**src/rtl/term_streamer_if.sv**
```systemverilog
// Vector-in / beat-out stream bundle for term_streamer.
// slave is the streamer side, master is the source/sink side.
interface term_streamer_if #(
    parameter int NUM_ELEMENTS = 9,
    parameter int BIT_LEN      = 16
);
    localparam int IW = $clog2(NUM_ELEMENTS);

    logic               in_valid;
    logic               in_ready;
    logic [BIT_LEN-1:0] in_terms [NUM_ELEMENTS];
    logic               out_valid;
    logic               out_ready;
    logic [BIT_LEN-1:0] out_term;
    logic [IW-1:0]      out_index;
    logic               out_last;
    logic [BIT_LEN-1:0] out_sum;

    modport slave (
        input  in_valid, in_terms, out_ready,
        output in_ready, out_valid, out_term,
        output out_index, out_last, out_sum
    );

    modport master (
        output in_valid, in_terms, out_ready,
        input  in_ready, out_valid, out_term,
        input  out_index, out_last, out_sum
    );
endinterface

```
**src/rtl/term_streamer.sv**
```systemverilog
// Serialises a captured vector of terms into one beat per cycle,
// optionally skipping zero terms, with the wrapped vector sum attached.
module term_streamer #(
    parameter int NUM_ELEMENTS = 9,
    parameter int BIT_LEN      = 16,
    parameter int ZERO_SKIP    = 0
) (
    input  logic           clk,
    input  logic           rst,
    term_streamer_if.slave bus
);
    localparam int IW = $clog2(NUM_ELEMENTS);

    typedef enum logic {IDLE, STREAM} state_t;

    state_t             state_q, state_d;
    logic [BIT_LEN-1:0] terms_q [NUM_ELEMENTS];
    logic [BIT_LEN-1:0] sum_q;
    logic [IW-1:0]      idx_q;

    logic [BIT_LEN-1:0] in_sum;
    logic [IW-1:0]      first_idx;
    logic [IW-1:0]      nxt_idx;
    logic               last_c;
    logic               fire;
    logic               accept;
    logic               ready_c;

    // Lowest emitted index of the incoming vector; N-1 if nothing qualifies.
    always_comb begin
        in_sum    = '0;
        first_idx = IW'(NUM_ELEMENTS - 1);
        for (int i = 0; i < NUM_ELEMENTS; i++)
            in_sum = in_sum + bus.in_terms[i];
        for (int i = NUM_ELEMENTS - 1; i >= 0; i--)
            if (ZERO_SKIP == 0 || bus.in_terms[i] != '0)
                first_idx = IW'(i);
    end

    // Next emitted index above the current one; none found means last beat.
    always_comb begin
        nxt_idx = idx_q;
        last_c  = 1'b1;
        for (int i = NUM_ELEMENTS - 1; i >= 0; i--)
            if (i > int'(idx_q) &&
                (ZERO_SKIP == 0 || terms_q[i] != '0)) begin
                nxt_idx = IW'(i);
                last_c  = 1'b0;
            end
    end

    always_comb begin
        state_d = state_q;
        fire    = (state_q == STREAM) & bus.out_ready;
        ready_c = (state_q == IDLE) | (fire & last_c);
        accept  = bus.in_valid & ready_c;
        unique case (state_q)
            IDLE:   if (accept) state_d = STREAM;
            STREAM: if (fire & last_c & !accept) state_d = IDLE;
        endcase
    end

    always_ff @(posedge clk) begin
        if (rst) begin
            state_q <= IDLE;
            terms_q <= '{default: '0};
            sum_q   <= '0;
            idx_q   <= '0;
        end else begin
            state_q <= state_d;
            if (accept) begin
                terms_q <= bus.in_terms;
                sum_q   <= in_sum;
                idx_q   <= first_idx;
            end else if (fire) begin
                idx_q <= nxt_idx;
            end
        end
    end

    assign bus.in_ready  = ready_c;
    assign bus.out_valid = (state_q == STREAM);
    assign bus.out_term  = terms_q[idx_q];
    assign bus.out_index = idx_q;
    assign bus.out_last  = (state_q == STREAM) & last_c;
    assign bus.out_sum   = sum_q;
endmodule
```
**src/flat_wrapper.sv**
```systemverilog
// flat-port wrapper written by rule: the top's interface ports become plain ports
module term_streamer_flat 
#(
    parameter int NUM_ELEMENTS = 9,
    parameter int BIT_LEN      = 16,
    parameter int ZERO_SKIP    = 0
)
  (clk, rst, bus_in_valid, bus_in_terms, bus_out_ready, bus_in_ready, bus_out_valid, bus_out_term, bus_out_index, bus_out_last, bus_out_sum);
  term_streamer_if #(.NUM_ELEMENTS(NUM_ELEMENTS), .BIT_LEN(BIT_LEN)) bus_i ();
  input  logic clk;
  input  logic rst;
  input wire logic [$bits(bus_i.in_valid)-1:0] bus_in_valid;
  input wire logic [$bits(bus_i.in_terms)-1:0] bus_in_terms;
  input wire logic [$bits(bus_i.out_ready)-1:0] bus_out_ready;
  output wire logic [$bits(bus_i.in_ready)-1:0] bus_in_ready;
  output wire logic [$bits(bus_i.out_valid)-1:0] bus_out_valid;
  output wire logic [$bits(bus_i.out_term)-1:0] bus_out_term;
  output wire logic [$bits(bus_i.out_index)-1:0] bus_out_index;
  output wire logic [$bits(bus_i.out_last)-1:0] bus_out_last;
  output wire logic [$bits(bus_i.out_sum)-1:0] bus_out_sum;
  assign bus_i.in_valid = bus_in_valid;
  assign bus_i.in_terms = {>>{bus_in_terms}};
  assign bus_i.out_ready = bus_out_ready;
  assign bus_in_ready = bus_i.in_ready;
  assign bus_out_valid = bus_i.out_valid;
  assign bus_out_term = bus_i.out_term;
  assign bus_out_index = bus_i.out_index;
  assign bus_out_last = bus_i.out_last;
  assign bus_out_sum = bus_i.out_sum;
  term_streamer #(.NUM_ELEMENTS(NUM_ELEMENTS), .BIT_LEN(BIT_LEN), .ZERO_SKIP(ZERO_SKIP)) u_core (.clk(clk), .rst(rst), .bus(bus_i));
endmodule
```
**config.mk**
```make
export PLATFORM = sky130hd
export DESIGN_NAME = term_streamer_flat
export DESIGN_NICKNAME = d
export VERILOG_FILES = /design/src/rtl/term_streamer_if.sv /design/src/rtl/term_streamer.sv /design/src/flat_wrapper.sv
export SDC_FILE = /design/constraint.sdc
export NUM_CORES = 1
export LEC_CHECK = 0
export CAP_MARGIN = 0
export CORE_MARGIN = 4
export CORE_UTILIZATION = 50
export CTS_CLUSTER_SIZE = 24
export DETAILED_ROUTE_END_ITERATION = 7
export DONT_BUFFER_PORTS = 1
export GPL_ROUTABILITY_DRIVEN = 0
export PLACE_DENSITY = 0.7
export SETUP_SLACK_MARGIN = 0.3
export SYNTH_ARGS = -nofsm -noshare
export SYNTH_HDL_FRONTEND = slang
export SYNTH_SLANG_ARGS = --single-unit
```
**constraint.sdc**
```tcl
create_clock -name clk -period 9.41 [get_ports clk]
set_input_delay 1.882 -clock clk [delete_from_list [all_inputs] [get_ports clk]]
set_output_delay 1.882 -clock clk [all_outputs]
set_load 0.02 [all_outputs]
```
==> reports/results.tsv <==
stage	metric	value	unit
synth	EDFF count, synth	0	
drt	wire per inst	19.19	microns
floorplanning	core area	19650	sq um
synth	commonest cells in the netlist	nand2_1 (312), dfxtp_1 (165), a21oi_1 (161)	
timing	RSZ-0062 raised after global routing	no	
clock_tree	post-CTS resize count	0	
synth	post-synth top area share	0.3271	
clock_tree	H-tree Lvls	4	
synth	Seq/Total Area, Yosys	0.3271	
clock_tree	Clock Tree Root	clkbuf_16	
floorplanning	die area	22530	sq um
synth	multiplexer area fraction after synthesis	0.07076	
timing	final clock skew	15.10	ps
synth	Compound-Gate Fraction of Synth Area	0.1295	
finish	Filler cells	1890	
clock_tree	Setup Buffers After CTS	0	
floorplanning	Die Span Y	150.1	microns
pwr	Leak	0.004333	uW
worst_setup_path	worst-path fanout max	3	
drt	Routed Antenna Nets	0	
synth	Synth area leaders	dfxtp_1 (33%), fa_1 (20%), nand2_1 (12%)	
synth	Mapped Avg Cell Area	8.788	sq um
worst_setup_path	crit path capture type	flop	
global_routing	Congestion Overflow GR	0	
clock_tree	Clock Latency Late Sink	430	ps
timing	Pins Over Slew Limit	0	
timing	f_max	181.9	MHz
drt	Vias	7474	
floorplanning	I/O pin count	187	
timing	min Tclk post-route	5497	ps
synth	Synth Warn #	0	
synth	Mapped Area	10100	sq um
synth	syn_nets	1414	
global_routing	GRT Util Overall	0.2388	
clock_tree	TritonCTS clock tree	yes	
finish	area grow syn2layout	5.836	%
drt	Vias/cell	5.404	
timing	slew margin rel.	0.2609	
floorplanning	Initial Utilization	0.5138	
timing	Worst Tran Pin Value	1109	ps
timing	WHS	449.4	ps
drt	Residual DRC	0	
worst_setup_path	Worst EP required	9770	ps
timing	final setup margin	3913	ps
floorplanning	Die Wd	150.1	microns
synth	Synth Area in Adders	0.2201	
clock_tree	TritonCTS buffer count	17	
pwr	pwr dens	275.2	nW/um^2
min_path	HP Class	flop to flop	
worst_setup_path	crit path DAT	5860	ps
clock_tree	cts hold-fix bufs	0	
status	status	completed	
synth	main combinational cell family by area after synthesis	adder cells	
placement	placed wire-length estimate	19710	microns
global_routing	vias in the first global route	7610	
global_routing	initial antenna violation count	0	
drt	Routed WL	26540	microns
floorplanning	row count	51	
timing	setup tns final	0	ps
clock_tree	Clock Sinks	165	
global_routing	first-pass GRT wire length	40940	microns
synth	Distinct cells, synth	48	
timing	Final Hold Fails	0	
synth	cell taking the most area after synthesis	dfxtp_1	
synth	flops & latches, synth	165	
placement	pre-CTS WS	3480	ps
finish	ant diodes	0	
synth	post-synthesis simple-gate area fraction	0.1400	
drt	1st-pass router iterations	5	
timing	fin crit share	0.5841	
synth	Synth async-reset ratio	0	
pwr	worst IR drop on VDD	0.1930	mV
timing	endpoints failing setup	0	
synth	Synth Instances	1149	
clock_tree	CTS clk-pin slew, worst paths	70	ps
drt	initial DRC count	434	
placement	number of port buffers	0	
synth	most common cell in the synthesized netlist	nand2_1	
run	Max Cap Viol	0	
synth	most used flip-flop cell after synthesis	dfxtp_1	
global_routing	maximum number of pins on one net before global-route repair	171	
finish	layout cells sized above 1	0.05814	
worst_setup_path	critical path class	primary input to flop	
finish	Nets	1370	
synth	Synth Area in XOR/XNOR	0.02082	
clock_tree	clock tree buffer depth	2	
worst_setup_path	CP startpoint kind	primary input	
==> worst paths after layout <==
check                                              from                endpoint  slack (ps)  cells past startpoint
worst max register to register  u_core.bus.out_index[3]  u_core.bus.out_sum[14]        6340                      6
worst max-delay path                    bus_in_terms[3]  u_core.bus.out_sum[12]        3910                     15
worst min register to register      u_core.terms_q[100]     u_core.terms_q[100]         450                      2
worst min-delay path                u_core.terms_q[100]     u_core.terms_q[100]         450                      2
==> kinds of logic after synthesis <==
kind of cell / after synthesis
XOR/XNOR: 24
multiplexers: 51
buffers and inverters: 214
AND/OR/NAND/NOR: 352
AO/OA/AOI/OAI: 226
flip-flops: 165
adder cells (fa/ha/maj): 117
==> power breakdown <==
group / switching, uW / internal, uW / total (uW) / leakage (uW)
Clock: 298 / 394 / 692 / 0.000279
Combinational: 815 / 614 / 1430 / 0.00270
Sequential: 64.6 / 756 / 820 / 0.00136
Total: 1180 / 1760 / 2940 / 0.00433
==> layout make-up <==
cell class                      instances  area, sq um  area share
Clock buffer                           22        484.2     0.04531
Clock inverter                         10        97.59    0.009132
Inverter                              146        548.0     0.05128
Multi-Input combinational cell        770         5881      0.5503
Sequential cell                       165         3307      0.3094
Tap cell                              265        331.6     0.03103
Timing Repair Buffer                    5        37.54    0.003512
==> layer usage <==
metal / GRT usage / share of wire / vias up
met4: 0.07777 / 0.028 / 0
met5: 0 / 0 / -
met3: 0.08970 / 0.094 / 35
met1: 0.2524 / 0.34 / 3621
li1: - / - / 3602
met2: 0.4377 / 0.53 / 216
==> layout by cell type, fill, tap and decap left out, types with 3 or more instances in the layout <==
cell type and instances:
ha_1 16, a211oi_1 7, clkinv_4 3, o22ai_1 17, mux2i_1 32, a21o_1 3, xor2_1 4, nand2b_1 3
inv_1 146, nor2_1 14, clkinvlp_4 3, xnor2_1 20, clkbuf_16 17, nand2_1 312, nor3_1 7, clkbuf_8 4
fa_1 101, mux4_2 16, buf_4 5, dfxtp_1 164, a21oi_1 161, o21bai_1 3, o21ai_0 6, a221o_1 15
==> worst max-delay path, stage by stage <==
cell and delay [ps]:
inv_1 40, fa_1 530, inv_1 70, fa_1 530, fa_1 550, inv_1 60
fa_1 540, inv_1 80, fa_1 450, a21o_1 200, a21oi_2 220, o211ai_2 130
nand4_1 140, mux2_1 320, o22ai_1 110
==> flip-flops by register name (all words and copies together) (netlist names) <==
signal / count
u_core.bus.out_sum: 16
u_core.bus.out_index: 4
u_core.bus.out_valid: 1
u_core.terms_q: 144
==> through the flow <==
step	cell area (sq um)	util	std cells	total power, uW
floorplan	10100	-	1149	1972
global placement	10100	0.5141	1351	2227
detailed placement	10100	0.5141	1351	2262
CTS	10690	0.5437	1383	2958
global route	10690	0.5437	1383	3186
finish	10690	0.5437	1383	2941
No activity file was read; power rests on OpenSTA's default activity.
